==> src/rtl/universal_shift_register.sv <==
// rtl/universal_shift_register.sv - parametrised universal shift register with shift counter and word_done pulse (option: USR_ROTATE_EN)
module universal_shift_register #(
  parameter int WIDTH = 8,
  parameter int CW    = $clog2(WIDTH + 1)
) (
  input  logic             clk,
  input  logic             rstb,
  input  logic             en,
  input  logic [1:0]       mode,
  input  logic             ser_in_r,
  input  logic             ser_in_l,
  input  logic             rot,
  input  logic [WIDTH-1:0] par_in,
  output logic [WIDTH-1:0] q,
  output logic             ser_out_r,
  output logic             ser_out_l,
  output logic [CW-1:0]    shift_cnt,
  output logic             word_done
);

  localparam logic [1:0] MODE_HOLD  = 2'b00;
  localparam logic [1:0] MODE_RIGHT = 2'b01;
  localparam logic [1:0] MODE_LEFT  = 2'b10;
  localparam logic [1:0] MODE_LOAD  = 2'b11;

  // Count value whose next shift completes a word.
  localparam logic [CW-1:0] CNT_LAST = CW'(WIDTH - 1);

  logic [WIDTH-1:0] data_q, data_d;
  logic [CW-1:0]    cnt_q, cnt_d;
  logic             done_q, done_d;
  logic             fill_r;
  logic             fill_l;
  logic             shift_act;

`ifdef USR_ROTATE_EN
  // Serial fill bits: a rotate feeds back the bit leaving the opposite end.
  always_comb begin
    fill_r = ser_in_r;
    fill_l = ser_in_l;
    if (rot) begin
      fill_r = data_q[0];
      fill_l = data_q[WIDTH-1];
    end
  end
`else
  // Serial fill bits come straight from the serial inputs; rot is kept only
  // so both builds share one instance template.
  logic unused_rot;
  assign unused_rot = rot;

  always_comb begin
    fill_r = ser_in_r;
    fill_l = ser_in_l;
  end
`endif

  // Next-state: data path by mode, shift counter with wrap, word_done pulse.
  always_comb begin
    data_d    = data_q;
    cnt_d     = cnt_q;
    done_d    = 1'b0;
    shift_act = 1'b0;
    if (en) begin
      case (mode)
        MODE_HOLD: begin
          data_d = data_q;
        end
        MODE_RIGHT: begin
          data_d    = {fill_r, data_q[WIDTH-1:1]};
          shift_act = 1'b1;
        end
        MODE_LEFT: begin
          data_d    = {data_q[WIDTH-2:0], fill_l};
          shift_act = 1'b1;
        end
        MODE_LOAD: begin
          // Load restarts the word; a pending wrap is discarded.
          data_d = par_in;
          cnt_d  = '0;
        end
        default: begin
          data_d = data_q;
        end
      endcase
    end
    if (shift_act) begin
      if (cnt_q == CNT_LAST) begin
        cnt_d  = '0;
        done_d = 1'b1;
      end else begin
        cnt_d = cnt_q + CW'(1);
      end
    end
  end

  // State registers with asynchronous active-low reset.
  always_ff @(posedge clk or negedge rstb) begin
    if (!rstb) begin
      data_q <= '0;
      cnt_q  <= '0;
      done_q <= 1'b0;
    end else begin
      data_q <= data_d;
      cnt_q  <= cnt_d;
      done_q <= done_d;
    end
  end

  assign q         = data_q;
  assign ser_out_r = data_q[0];
  assign ser_out_l = data_q[WIDTH-1];
  assign shift_cnt = cnt_q;
  assign word_done = done_q;

endmodule

==> config.mk <==
export PLATFORM = sky130hd
export DESIGN_NAME = universal_shift_register
export DESIGN_NICKNAME = d
export VERILOG_FILES = /design/src/rtl/universal_shift_register.sv
export SDC_FILE = /design/constraint.sdc
export NUM_CORES = 1
export LEC_CHECK = 0
export CORE_MARGIN = 2
export CORE_UTILIZATION = 43
export CTS_CLUSTER_DIAMETER = 80
export DETAILED_ROUTE_END_ITERATION = 8
export GPL_TIMING_DRIVEN = 0
export PLACE_DENSITY = 0.81
export SLEW_MARGIN = 20
export SYNTH_ARGS = -nofsm -noshare
export SYNTH_HDL_FRONTEND = slang
export SYNTH_SLANG_ARGS = --single-unit
==> constraint.sdc <==
create_clock -name clk -period 2.2 [get_ports clk]
set_input_delay 0.66 -clock clk [delete_from_list [all_inputs] [get_ports clk]]
set_output_delay 0.66 -clock clk [all_outputs]
set_load 0.03 [all_outputs]
* Word level (Yosys, flattened, before mapping)
Index checks and enable logic that the tools add are counted.
** Storage, ports and cells
- Flip-flop bits (word level) :: 13
- Latch bits :: 0
- Memory bits (writable) :: 0
- ROM bits :: 0
- Memories kept :: 0
** Cells by class
- $add $sub $neg :: 1
- Multipliers :: 0
- Div/mod/pow operators :: 0
- Order comparisons :: 0
- Equal/unequal tests :: 4
- Shift-type cells :: 0
- Multiplexer cells :: 9
- Bitwise logic cells :: 1
- Reductions and logical operators :: 6
** Operators by type and width (count)
- $pmux 8 s3 :: 1
- $mux 4 :: 4
- $add 4x1->4 const B :: 1
- $eq 2x2->1 const B :: 2
- $eq 4x3->1 const B :: 1
- $mux 1 :: 4
- $reduce_and 2->1 :: 2
- $reduce_bool 2->1 :: 2
- $eq 2x1->1 const B :: 1
- $logic_not 2->1 :: 1
- $reduce_or 2->1 :: 1
- $not 1->1 :: 1

* Depth between registers and ports, before layout
Gate-level depths: netlist (run 1).
- Depth in word-level cells :: 6
- Mapped depth :: 6

* Worst setup path after synthesis (run 1)
OpenSTA, ideal clock, no wires.
- Path type :: input to register
- Start :: input port mode[0]
- End :: register cnt_q[3] (netlist: shift_cnt[3])
- Library setup time :: 69 ps
- Data arrival time :: 1657 ps
- Slack :: 474 ps
- Cell stages on the path :: 5
- Buffers on the path :: 0
- Cells stage by stage :: inv_1 > ha_1 > nand2_1 > or4b_1 > nand3_1
** On the way
- Word-level cells in the longest chain between the ends :: 6
- Elaborated cells on any way between the ends :: 10
- Classes of those cells :: eq/ne: 3; mux: 3; reduce/logical: 4
** RTL lines
- start, declared :: RTL line 9 : input logic [1:0] mode,
- $eq 2x2->1 or $eq 2x1->1 (tied branches) :: RTL line 65 : case (mode)
- $reduce_or 2->1 (no source line)
- $mux 1 :: RTL line 65
- $mux 1 :: RTL line 64 : if (en) begin
- $reduce_bool 2->1 (no source line)
- $reduce_and 2->1 (no source line)
- end signal, assigned :: RTL line 105 : cnt_q <= cnt_d;
- end, declared :: RTL line 30 : logic [CW-1:0] cnt_q, cnt_d;
Several ways; a longest one is shown, not always the timed one.
A chain may end at the register's enable or synchronous reset.

* Final worst setup path (run 1)
- Start :: register data_q[0] (netlist: q[0])
- End :: output port q[0]
** RTL lines
- start, declared :: RTL line 29 : logic [WIDTH-1:0] data_q, data_d;
- start signal, assigned :: RTL line 104 : data_q <= data_d;
- end, declared :: RTL line 14 : output logic [WIDTH-1:0] q,
No word-level cell between the ends.

==> impl_metrics.yaml, run 1 <==
cts:
  clock-root-buffer: "clkbuf_4"
  clock_sinks: 13
  htreeDepth: 1
  insertion_delay_ns: 0.27
  post_cts_buffers: 0
  clkSlewWorstSetupHoldPaths_ns: 0.08
  cts_tree: "built"
  clockBufferDepth: 2
  hold_buffers: 0
  cts_buffers: 3
finish:
  seq_area_um2: 325
  n_antenna_cell: 0
  num-fill-cells: 126
  fin_nets: 129
  drive_gt1_share_pct: 7.41
  area_growth_syn_to_layout_pct: 48.4
  multi_input_area_um2: 338
  utilization_pct: 68.2
yosys:
  syn_inst: 75
  synth-edff-count: 0
  ys.flop_type: "dfrtp_1"
  syn_area_um2: 701
  ys_top_cells_by_area: "dfrtp_1, a22o_1, o21ai_0"
  synth_common_cells: "dfrtp_1, nand2_1, o21ai_0"
  synth_top_cell_by_area: "dfrtp_1"
  ys_warn_count: 0
  synth_area_per_cell_um2: 9.34
  yosysMostFrequentCell: "dfrtp_1"
  ys_ff_latch: 13
  syn-num-nets: 95
  yosysTopAreaCellShare_pct: 46.4
  ys_seq_area_share_pct: 46.4
  ys_types: 17
  async_flop_share_pct: 100
global_route:
  grt_usage_pct: 19.2
  grt_pass1_wl_um: 2800
  antenna_found_initial: 0
  grt_max_degree: 14
  grt_overflow_total: 0
  grt_pass1_vias: 665
routing:
  detail-route-antenna-nets: 0
  num_vias: 685
  wl_met3_um: 103
  top_layer: "met4"
  wl_um: 1650
  drt-met1-wl_um: 729
  drt_iter0_drc: 5
  drc: 0
  viasPerCell: 5.52
  routedWlPerCell_um: 13.3
  drt-pass1-iter-count: 4
  wl_met2_um: 809
die:
  die_h_um: 44.4
  core_area_um2: 1520
  dieArea_um2: 1970
  io_pins: 31
  die_w_um: 44.4
  initial_core_util_pct: 46.0
  rows: 14
sta:
  slew_violations: 0
  min_period_ns: 2.09
  relSlewSlack_pct: 60.4
  setup_viol: 0
  skew_ns: 0.00471
  hold_viol: 0
  period_share_pct: 94.9
  tightest_slew_ns: 0.592
  rsz0062_at_grt: "no"
  fmax_ghz: 0.479
pwr:
  power_frac_clock_pct: 14.7
  switching_share_pct: 40.0
  p_comb_share_pct: 47.0
  sequentialPowerShare_pct: 38.3
  peakVddDrop_uv: 651
  netSwitchingPower_uw: 389
  pwr_density_cell_nw_per_um2: 934
  total_power_uw: 971
  cellInternalPower_uw: 582
  cellLeakagePower_uw: 0.000458
setup_path:
  critPathRequiredTime_ns: 1.54
  cpMaxStageDelayCell: "clkdlybuf4s50_1"
  start_kind: "flip-flop"
  crit_chain: "buf_4, clkdlybuf4s50_1"
  arrival_ns: 1.43
  crit_fanout: 4
  critPathCaptureType: "primary output"
  critPathMaxStageDelay_ns: 0.65
  crit_type: "flip-flop to primary output"
status:
  status: "finished clean"
min_path:
  hp-class: "flip-flop to flip-flop"
job:
  drv_cap: 0
place:
  place.gp.congestion: 0.746
  hpwl_um: 1280
  io_buffer_count: 29
==> state kept, by name (all words and copies together), names as in the netlist <==
name       cells
shift_cnt      4
q              8
word_done      1
==> cell families after synthesis <==
logic type / Yosys count / synth area share [%]
AOI/OAI and AO/OA: 29 / 26.3
and+or+nand+nor: 21 / 14.5
DFF: 13 / 46.4
buffers and inverters: 8 / 5.71
adders and majority gates: 4 / 7.14
==> layout by cell type, fill, tap and decap left out, drive strengths merged <==
cell,instances
nand2b,1
o21ai,11
nand3,3
clkdlybuf4s50,29
nand4,1
inv,3
nand3b,2
buf,4
dfrtp,13
clkbuf,5
or4b,1
nand2,11
a21oi,8
ha,4
a32o,1
a22o,9
nor2,2
==> what timing repair did <==
action	CTS	global route
gates resized for setup	0	1
endpoints found under the hold margin	0	0
endpoints found under the setup margin	0	4
==> metal layers <==
layer / GRT usage (%) / vias to the layer above
met5: 0 / -
met4: 7.27 / 0
met3: 3.67 / 2
met2: 32.6 / 22
met1: 24.1 / 325
li1: - / 336
==> critical path, delay by kind of cell, from the launching register on <==
family / cells / cell delay, ns
buffers and inverters: 2 / 0.77
flip-flops: 1 / 0.39
==> area by class of cell <==
class	instances	share of cell area [%]
Clock buffer	4	2.53
Timing Repair Buffer	29	27.9
Tap cell	16	1.93
Inverter	3	1.08
Multi-Input combinational cell	54	32.5
Sequential cell	13	31.3
Buffer	5	2.77
==> power groups by stage <==
stage | clock network [µW] | logic [µW] | registers (µW)
2_1_floorplan | 0 | 138 | 488
3_3_place_gp | 0 | 448 | 373
3_5_place_dp | 0 | 459 | 374
4_1_cts | 149 | 460 | 372
5_1_grt | 160 | 490 | 381
6_report | 143 | 456 | 372
==> stage by stage <==
| stage | setup WS, ns | area (µm²) | cells | TNS, ns | hold slack (ns) |
|---|---|---|---|---|---|
| after CTS | 0.0863 | 1040 | 124 | 0 | 0.550 |
| after global placement | -0.117 | 1010 | 120 | -0.988 | 0.523 |
| after global routing | 0.0523 | 1040 | 124 | 0 | 0.592 |
| after detailed placement | -0.194 | 1010 | 120 | -1.70 | 0.532 |
| final | 0.111 | 1040 | 124 | 0 | 0.543 |
| after floorplan | 0.474 | 701 | 75 | 0 | 0.364 |
==> path summary, 6_finish.rpt <==
| path | startpoint | depth (start not counted) | end | slack [ns] |
|---|---|---|---|---|
| worst max register to register | shift_cnt[0] | 4 | shift_cnt[3] | 0.79 |
| max in group asynchronous | rstb | 1 | q[6] | 1.05 |
| worst max-delay path | q[0] | 2 | q[0] | 0.11 |
| min in group asynchronous | rstb | 1 | q[0] | 0.76 |
| worst min-delay path | q[5] | 2 | q[5] | 0.54 |
| worst min register to register | q[5] | 2 | q[5] | 0.54 |
(Power assumes the default switching activity.)
==> run 2: changes to the inputs <==
CTS_CLUSTER_SIZE = 10   (was default)
==> results of run 2 <==
Final layout, timing and power as in run 1 (identical DEF).
